### config.mk
export PLATFORM = sky130hd
export DESIGN_NAME = vote_sampler
export DESIGN_NICKNAME = d
export VERILOG_FILES = /design/src/rtl/vote_sampler_pkg.sv /design/src/rtl/vote_sampler_input_debounce.sv /design/src/rtl/vote_sampler.sv
export SDC_FILE = /design/constraint.sdc
export NUM_CORES = 1
export LEC_CHECK = 0
export CAP_MARGIN = 20
export CORE_ASPECT_RATIO = 0.6
export CORE_UTILIZATION = 46
export DETAILED_ROUTE_END_ITERATION = 10
export PLACE_DENSITY = 0.62
export SYNTH_ARGS = -nofsm -noshare
export SYNTH_HDL_FRONTEND = slang
export SYNTH_HIERARCHICAL = 1
export SYNTH_SLANG_ARGS = --single-unit
### constraint.sdc
create_clock -name clk -period 3 [get_ports clk]
set_input_delay 0.6 -clock clk [delete_from_list [all_inputs] [get_ports clk]]
set_output_delay 0.6 -clock clk [all_outputs]
set_load 0.05 [all_outputs]
### src/rtl/vote_sampler_pkg.sv
// Shared definitions for the vote front-end and the downstream majority stage.
package vote_sampler_pkg;

    localparam int unsigned NUM_VOTERS = 3;

    typedef enum logic [1:0] {
        IDLE    = 2'd0,
        COLLECT = 2'd1,
        DONE    = 2'd2
    } state_t;

endpackage

### src/rtl/vote_sampler_input_debounce.sv
// One voter input: 2-FF synchroniser, counted debounce, and a press pulse on an accepted rise.
module input_debounce #(
    parameter int unsigned DEBOUNCE_CYCLES = 4
) (
    input  logic clk,
    input  logic rst,
    input  logic raw,
    output logic press
);

    localparam int unsigned CW = $clog2(DEBOUNCE_CYCLES + 1);

    logic          sync1;
    logic          sync2;
    logic          stable;
    logic [CW-1:0] cnt;

    // Counter reaching DEBOUNCE_CYCLES is detected one step early so the
    // level change lands on the cycle the count would hit the threshold.
    always_ff @(posedge clk or posedge rst) begin
        if (rst) begin
            sync1  <= 1'b0;
            sync2  <= 1'b0;
            stable <= 1'b0;
            cnt    <= '0;
            press  <= 1'b0;
        end else begin
            sync1 <= raw;
            sync2 <= sync1;
            press <= 1'b0;
            if (sync2 == stable) begin
                cnt <= '0;
            end else if (cnt == CW'(DEBOUNCE_CYCLES - 1)) begin
                stable <= sync2;
                cnt    <= '0;
                press  <= sync2;
            end else begin
                cnt <= cnt + 1'b1;
            end
        end
    end

endmodule

### src/rtl/vote_sampler.sv
// Timed vote window: collects debounced first presses per voter and hands the
// vote vector to the majority stage over a valid/ready handshake.
module vote_sampler
    import vote_sampler_pkg::*;
#(
    parameter int unsigned DEBOUNCE_CYCLES = 4,
    parameter int unsigned WINDOW_CYCLES   = 1000
) (
    input  logic                  clk,
    input  logic                  rst,
    input  logic                  start,
    input  logic [NUM_VOTERS-1:0] vote_raw,
    output logic [NUM_VOTERS-1:0] votes,
    output logic                  votes_valid,
    input  logic                  votes_ready,
    output logic                  busy,
    output logic [NUM_VOTERS-1:0] cast_mask
);

    localparam int unsigned WW = $clog2(WINDOW_CYCLES);

    state_t                  state;
    state_t                  state_next;
    logic [NUM_VOTERS-1:0]   press;
    logic [NUM_VOTERS-1:0]   mask_next;
    logic [WW-1:0]           wcnt;
    logic                    window_end;
    logic                    collect_exit;

    for (genvar i = 0; i < NUM_VOTERS; i++) begin : g_voter
        input_debounce #(
            .DEBOUNCE_CYCLES(DEBOUNCE_CYCLES)
        ) u_debounce (
            .clk  (clk),
            .rst  (rst),
            .raw  (vote_raw[i]),
            .press(press[i])
        );
    end

    always_comb begin
        mask_next    = cast_mask | press;
        window_end   = (wcnt == WW'(WINDOW_CYCLES - 1));
        collect_exit = window_end || (&mask_next);
        state_next   = state;
        case (state)
            IDLE:    if (start)        state_next = COLLECT;
            COLLECT: if (collect_exit) state_next = DONE;
            DONE:    if (votes_ready)  state_next = IDLE;
            default:                   state_next = IDLE;
        endcase
    end

    // busy/votes_valid are flopped from the next state so they stay pure register outputs.
    always_ff @(posedge clk or posedge rst) begin
        if (rst) begin
            state       <= IDLE;
            busy        <= 1'b0;
            votes_valid <= 1'b0;
        end else begin
            state       <= state_next;
            busy        <= (state_next != IDLE);
            votes_valid <= (state_next == DONE);
        end
    end

    always_ff @(posedge clk or posedge rst) begin
        if (rst) begin
            votes     <= '0;
            cast_mask <= '0;
            wcnt      <= '0;
        end else begin
            case (state)
                IDLE: begin
                    if (start) begin
                        votes     <= '0;
                        cast_mask <= '0;
                        wcnt      <= '0;
                    end
                end
                COLLECT: begin
                    votes     <= votes | (press & ~cast_mask);
                    cast_mask <= mask_next;
                    if (!collect_exit) wcnt <= wcnt + 1'b1;
                end
                default: ;
            endcase
        end
    end

endmodule
==> results of run 1 <==
-- cells by family (layout without fill, tap and decap cells) --
| logic type | count (synthesis) | in the layout |
|---|---|---|
| muxes | 3 | 3 |
| adders and majority gates | 4 | 4 |
| DFF | 41 | 41 |
| and+or+nand+nor | 67 | 67 |
| buffers and inverters | 9 | 28 |
| xor gates and xnor gates | 4 | 4 |
| AOI/OAI and AO/OA | 31 | 31 |
-- cell usage after synthesis, types with 2 or more instances --
| cell type | n |
|---|---|
| and3b_2 | 3 |
| nand4_1 | 2 |
| nor3b_2 | 4 |
| a21oi_1 | 11 |
| inv_1 | 6 |
| nor2b_4 | 3 |
| o221ai_1 | 2 |
| xnor2_1 | 4 |
| o21ai_0 | 8 |
| or4_1 | 3 |
| or2_2 | 2 |
| dfrtp_1 | 41 |
| and3_1 | 2 |
| nand2_1 | 20 |
| nor2_1 | 6 |
| nor3b_1 | 6 |
| mux2_2 | 3 |
| o21a_1 | 2 |
| o31ai_1 | 2 |
| or3_1 | 4 |
| nor3_1 | 3 |
| ha_1 | 4 |
-- worst paths after layout --
check / startpoint / endpoint / slack, ps / cells past startpoint
worst max-delay path: cast_mask[2] / cast_mask[2] / 850 / 1
worst min-delay path: g_voter[0].u_debounce/sync1 / g_voter[0].u_debounce/sync2 / 360 / 0
worst max register to register: state[0] / wcnt[9] / 1030 / 5
worst min register to register: g_voter[0].u_debounce/sync1 / g_voter[0].u_debounce/sync2 / 360 / 0
max in group asynchronous: rst / wcnt[9] / 1680 / 2
min in group asynchronous: rst / g_voter[0].u_debounce/cnt[0] / 630 / 2
-- metal layers --
layer,track usage [%],vias up
met5,0,-
met4,5.085,0
met3,5.493,5
met2,27.05,26
met1,24.65,622
li1,-,598
-- final cells by class --
| cell class | count | area, um^2 |
|---|---|---|
| clock buffer | 7 | 96.34 |
| inverter | 6 | 22.52 |
| timing repair buffer | 14 | 140.1 |
| fill | 310 | 1633 |
| sequential | 41 | 1026 |
| clock inverter | 1 | 5.005 |
| tap | 47 | 58.81 |
| multi-input combinational | 109 | 762.0 |
-- flip-flops by register name, summed over array words and instances, names as in the netlist --
register / flops
votes_valid: 1
wcnt: 10
busy: 1
g_voter.u_debounce/sync1: 3
g_voter.u_debounce/cnt: 9
g_voter.u_debounce/stable: 3
votes: 3
g_voter.u_debounce/sync2: 3
g_voter.u_debounce/press: 3
cast_mask: 3
state: 2
-- stage by stage --
stage | hold WS (ps) | setup slack [ps] | utilization (%) | power, mW | area [um^2]
finish | 359.3 | 851.6 | 56.38 | 1.924 | 2111
global route | 364.7 | 795.8 | 56.38 | 2.058 | 2111
CTS | 362.0 | 833.5 | 56.38 | 1.940 | 2111
detailed placement | 337.1 | 738.2 | 53.68 | 1.553 | 2009
global placement | 333.0 | 792.7 | 53.68 | 1.507 | 2009
floorplan | 331.2 | 1227 | - | 1.362 | 1833
-- power groups by stage --
stage	registers (mW)	logic, mW	clock network, mW
6_report	0.861	0.676	0.387
5_1_grt	0.887	0.750	0.421
4_1_cts	0.861	0.684	0.395
3_5_place_dp	0.872	0.681	0
3_3_place_gp	0.855	0.651	0
2_1_floorplan	0.958	0.404	0
-- layout by cell type (no fill, tap or decap), drive strengths merged --
cell type	Yosys	layout
or3	4	4
o21ai	8	8
a31oi	1	1
o21a	2	2
inv	6	6
and2	2	2
and3	2	2
nand3	1	1
nor2	6	6
dfrtp	41	41
a21oi	12	12
clkdlybuf4s50	0	14
or4	3	3
nand2b	1	1
o221ai	2	2
nand2	21	21
o21bai	1	1
a21o	1	1
clkbuf	1	7
o31ai	2	2
nand4	3	3
xnor2	4	4
or2	2	2
mux2	3	3
or3b	1	1
ha	4	4
o211ai	1	1
nor3b	10	10
nor3	3	3
and3b	3	3
clkinv	0	1
nor2b	3	3
and4	2	2
o22a	1	1
==> reports/qor.yml, run 1 <==
ys_seq_area_share_pct: 55.97
drc_errors: 0
wl_met3_um: 166
cts.htree.levels: 2
synth_top_flop_cell: "dfrtp_1"
ys_seq_elements: 41
grt_pass1_vias: 1179
clkPwrFrac_pct: 20.1
switching_power_mw: 0.7228
synthDistinctLibCells: 40
p_int_mw: 1.202
worstPathArrival_ps: 1550
cts-hold-fix-buffers: 0
start_util_pct: 48.96
hold_viol: 0
die_x_um: 83.50
antenna_found_initial: 0
maxSlewHeadroom_pct: 49.41
drt-met1-wl_mm: 1.600
synth_simple_gate_area_share_pct: 23.75
ioPinCount: 15
tns_ps: 0
power_density_mw_per_mm2: 911.7
path_delay_family: "buffers and inverters"
p_seq_share_pct: 44.8
overflow: 0
area_growth_pct: 15.15
cp.required_ps: 2400
slowest_stage: "clkdlybuf4s50_1"
postSynthAreaPerCell_um2: 11.53
rows: 17
crit_path_start_kind: "flip-flop"
p_leak_nw: 0.9684
grt_pass1_wl_mm: 5.692
cts_buffers: 5
rsz0062_at_grt: "false"
wirelength_mm: 3.303
final_nets: 188
cts_resized: 0
clockRootBuffer: "clkbuf_8"
place_hpwl_mm: 2.442
synth_cells: 159
grt.total_usage_pct: 17.70
path_max_fanout: 6
finalCritPeriodShare_pct: 71.61
synth_mux_area_share_pct: 1.843
drt_iter0_drc: 58
synth-edff-count: 0
ir_worst_vdd_mv: 0.5915
wl_met2_mm: 1.511
switching_share_pct: 37.56
topRoutingLayerUsed: "met4"
crit_type: "reg2out"
clock_latency_ps: 280
clockBufferDepth: 2
place.gp.congestion: 0.7146
postCtsSetupRepairBufs: 0
worstHoldPathType: "reg2reg"
ys.warnings.count: 6
routed_via_density: 5.560
end_kind: "output pin"
max_stage_delay_ps: 830
synthArstFlopShare_pct: 100.0
synth-adder-area-share_pct: 2.730
synth_area_leader_cell: "dfrtp_1"
synth-xor-area-share_pct: 1.911
ant_nets: 0
finClkSkew_ps: 3.675
cp_num_buf_inv: 1
core_mm2: 0.003744
synth_compound_area_share_pct: 11.33
drtPass1Iterations: 4
port_buffers: 14
fmax_mhz: 465.5
routedWlPerCell_um: 14.68
tritoncts: "built"
drive_gt1_share_pct: 16.85
setup_viol: 0
synth_area_leaders: "dfrtp_1, nand2_1, a21oi_1, ha_1, nor3b_2"
grt_max_degree: 21
cts.clk_slew.worst_paths_ps: 70
synth_top_area_share_pct: 55.97
outcome: "complete, no violations"
combPwrFrac_pct: 35.2
cts.sinks: 41
post_layout_nonfiller_instances: 225
path_cells: "clkdlybuf4s50_1"
placedCellCount: 217
slew_violations: 0
dieHeight_um: 50.90
synth_top_family_by_area: "simple AND/OR/NAND/NOR gates"
diodes: 0
num_vias: 1251
cap_violations: 0
fp.dieArea_mm2: 0.004249
syn-cell-area_mm2: 0.001833
fin_crit_ps: 2148
tightest_slew_ps: 758.1
syn-num-nets: 170
Power figures use the tool's default switching activity.
==> run 2: changes to the inputs <==
==> constraint.sdc (replaced) <==
create_clock -name clk -period 2.2 [get_ports clk]
set_input_delay 0.44 -clock clk [delete_from_list [all_inputs] [get_ports clk]]
set_output_delay 0.44 -clock clk [all_outputs]
set_load 0.05 [all_outputs]
==> run 2 against run 1 <==
Design area up 1.1%. Critical path depth unchanged. Register-to-register slack worse by 730 ps. Total power up 38%. Global-route usage up 0.68 points. Utilization up 0.60 points.
==> reports/qor.yml, run 2 (synthesis results as in run 1) <==
place_ws_ps: 97.10  # was 738.2 ps
p_int_mw: 1.653  # was 1.202 mW
slowest_stage: "clkdlybuf4s50_1"  # unchanged
drive_gt1_share_pct: 18.23  # was 16.85%
layout_common_cells: "dfrtp_1, nand2_1, clkdlybuf4s50_1, a21oi_1, o21ai_0"  # unchanged
fin_crit_ps: 2003
switching_share_pct: 37.60  # was 37.56%
die_x_um: 83.50  # unchanged
tns_ps: 0  # unchanged
fp.dieArea_mm2: 0.004249  # unchanged
combPwrFrac_pct: 36.0  # was 35.2%
layout.cells.most_common: "dfrtp_1"  # unchanged
slew_violations: 0  # unchanged
end_kind: "output pin"  # unchanged
hold_viol: 0  # unchanged
num_vias: 1227  # was 1,251
finalPower_mw: 2.648  # was 1.924 mW
clockBufferDepth: 2  # unchanged
crit_path_start_kind: "flip-flop"  # unchanged
outcome: "complete, no violations"  # unchanged
largest-register: "wcnt"  # unchanged
maxSlewHeadroom_pct: 66.52  # was 49.41%
drc_errors: 0  # unchanged
tritoncts: "built"  # unchanged
worstPathArrival_ps: 1560  # was 1550 ps
path_max_fanout: 5  # was 6
tightest_slew_ps: 500.7  # was 758.1 ps
place_area_mm2: 0.002032  # was 0.002009 mm^2
fmax_mhz: 499.2
finClkSkew_ps: 2.321  # was 3.675 ps
grt_max_degree: 21  # unchanged
setup_viol: 0  # unchanged
switching_power_mw: 0.9957  # was 0.7228 mW
grt_pass1_vias: 1240  # was 1,179
overflow: 0  # unchanged
area_growth_pct: 16.38  # was 15.15%
worstHoldPathType: "reg2reg"  # unchanged
clockRootBuffer: "clkbuf_8"  # unchanged
wirelength_mm: 3.272  # was 3.303 mm
diodes: 0  # unchanged
cts.clk_slew.worst_paths_ps: 80  # was 70 ps
max_stage_delay_ps: 830  # about the same
path_cells: "clkdlybuf4s50_1"  # unchanged
largest_reg_flops: 10  # unchanged
cts-hold-fix-buffers: 0  # unchanged
dieHeight_um: 50.90  # unchanged
routedWlPerCell_um: 14.35  # was 14.68 um
rows: 17  # unchanged
place_hpwl_mm: 2.396  # was 2.442 mm
port_buffers: 14  # unchanged
crit_type: "reg2out"  # unchanged
worst_slack_ps: 196.6  # was 851.6 ps
cts.htree.levels: 2  # unchanged
place.gp.congestion: 0.7279  # was 0.7146
cts_resized: 0  # unchanged
finalCritPeriodShare_pct: 91.06
cts.sinks: 41  # unchanged
p_leak_nw: 0.9829  # was 0.9684 nW
fill_cells: 317  # was 310
cap_violations: 0  # unchanged
rsz0062_at_grt: "false"  # unchanged
core_mm2: 0.003744  # unchanged
ioPinCount: 15  # unchanged
start_util_pct: 48.96  # unchanged
r2r_slack_ps: 300  # was 1030 ps
ir_worst_vdd_mv: 0.6808  # was 0.5915 mV
p_seq_share_pct: 43.7  # was 44.8%
cp.required_ps: 1760  # was 2400 ps
grt.total_usage_pct: 18.39  # was 17.70%
clock_latency_ps: 290  # was 280 ps
drtPass1Iterations: 4  # unchanged
drt_iter0_drc: 34  # was 58
power_density_mw_per_mm2: 1241  # was 911.7 mW/mm^2
routed_via_density: 5.382  # was 5.560
fin_area_mm2: 0.002133  # was 0.002111 mm^2
postCtsSetupRepairBufs: 0  # unchanged
grt_pass1_wl_mm: 5.802  # was 5.692 mm
final_nets: 191  # was 188
clkPwrFrac_pct: 20.3  # was 20.1%
cp_num_buf_inv: 1  # unchanged
ant_nets: 0  # unchanged
cts_buffers: 5  # unchanged
antenna_found_initial: 0  # unchanged
reg.largest.list: "wcnt x10, g_voter.u_debounce/cnt x9"  # unchanged
path_delay_family: "buffers and inverters"  # unchanged
==> run 2: power by group through the flow <==
stage                     logic (mW)  registers (mW)  clock network, mW
after global placement         0.921            1.15                  0
after global routing            1.05            1.19              0.588
after CTS                      0.966            1.16              0.552
final                          0.953            1.16              0.538
after detailed placement       0.964            1.17                  0
after floorplan                0.550            1.31                  0
==> run 2: cell type report <==
cell class                      instances  area (um^2)  share of cell area (%)
Timing Repair Buffer                   17        162.7                   7.625
Inverter                                6        22.52                   1.056
Clock buffer                            7        96.34                   4.516
Clock inverter                          1        5.005                  0.2346
Sequential cell                        41         1026                   48.09
Tap cell                               47        58.81                   2.757
Multi-Input combinational cell        109        762.0                   35.72
==> run 2: final timing paths <==
path / start / endpoint / depth (start not counted)
min in group asynchronous: rst / g_voter[2].u_debounce/press / 2
setup reg to reg: wcnt[0] / wcnt[7] / 6
max in group asynchronous: rst / votes[0] / 3
hold / removal: g_voter[1].u_debounce/sync1 / g_voter[1].u_debounce/sync2 / 0
setup / recovery: cast_mask[0] / cast_mask[0] / 1
hold reg to reg: g_voter[1].u_debounce/sync1 / g_voter[1].u_debounce/sync2 / 0
==> run 2: metal layers <==
layer	share of wire [%]	global-route usage (%)	up-vias	routed length, um
li1	-	-	604	-
met1	51	24.28	596	1658
met2	43	27.32	22	1423
met3	4.1	5.654	5	134
met4	1.7	10.45	0	55
met5	0	0	-	0
==> run 2: worst reg2reg max path, delay by kind of cell (launching register included) <==
kind	cells	cell delay, ps
flip-flops	1	420
AO/OA/AOI/OAI	1	160
AND/OR/NAND/NOR	4	1000
adder cells (fa/ha/maj)	1	240
==> run 2: metrics by stage <==
stage,util (%),instances,hold slack [ps]
2_1_floorplan,-,159,243.4
3_5_place_dp,54.28,220,334.7
4_1_cts,56.99,228,352.7
6_report,56.99,228,349.8
5_1_grt,56.99,228,362.8
3_3_place_gp,54.28,220,332.7
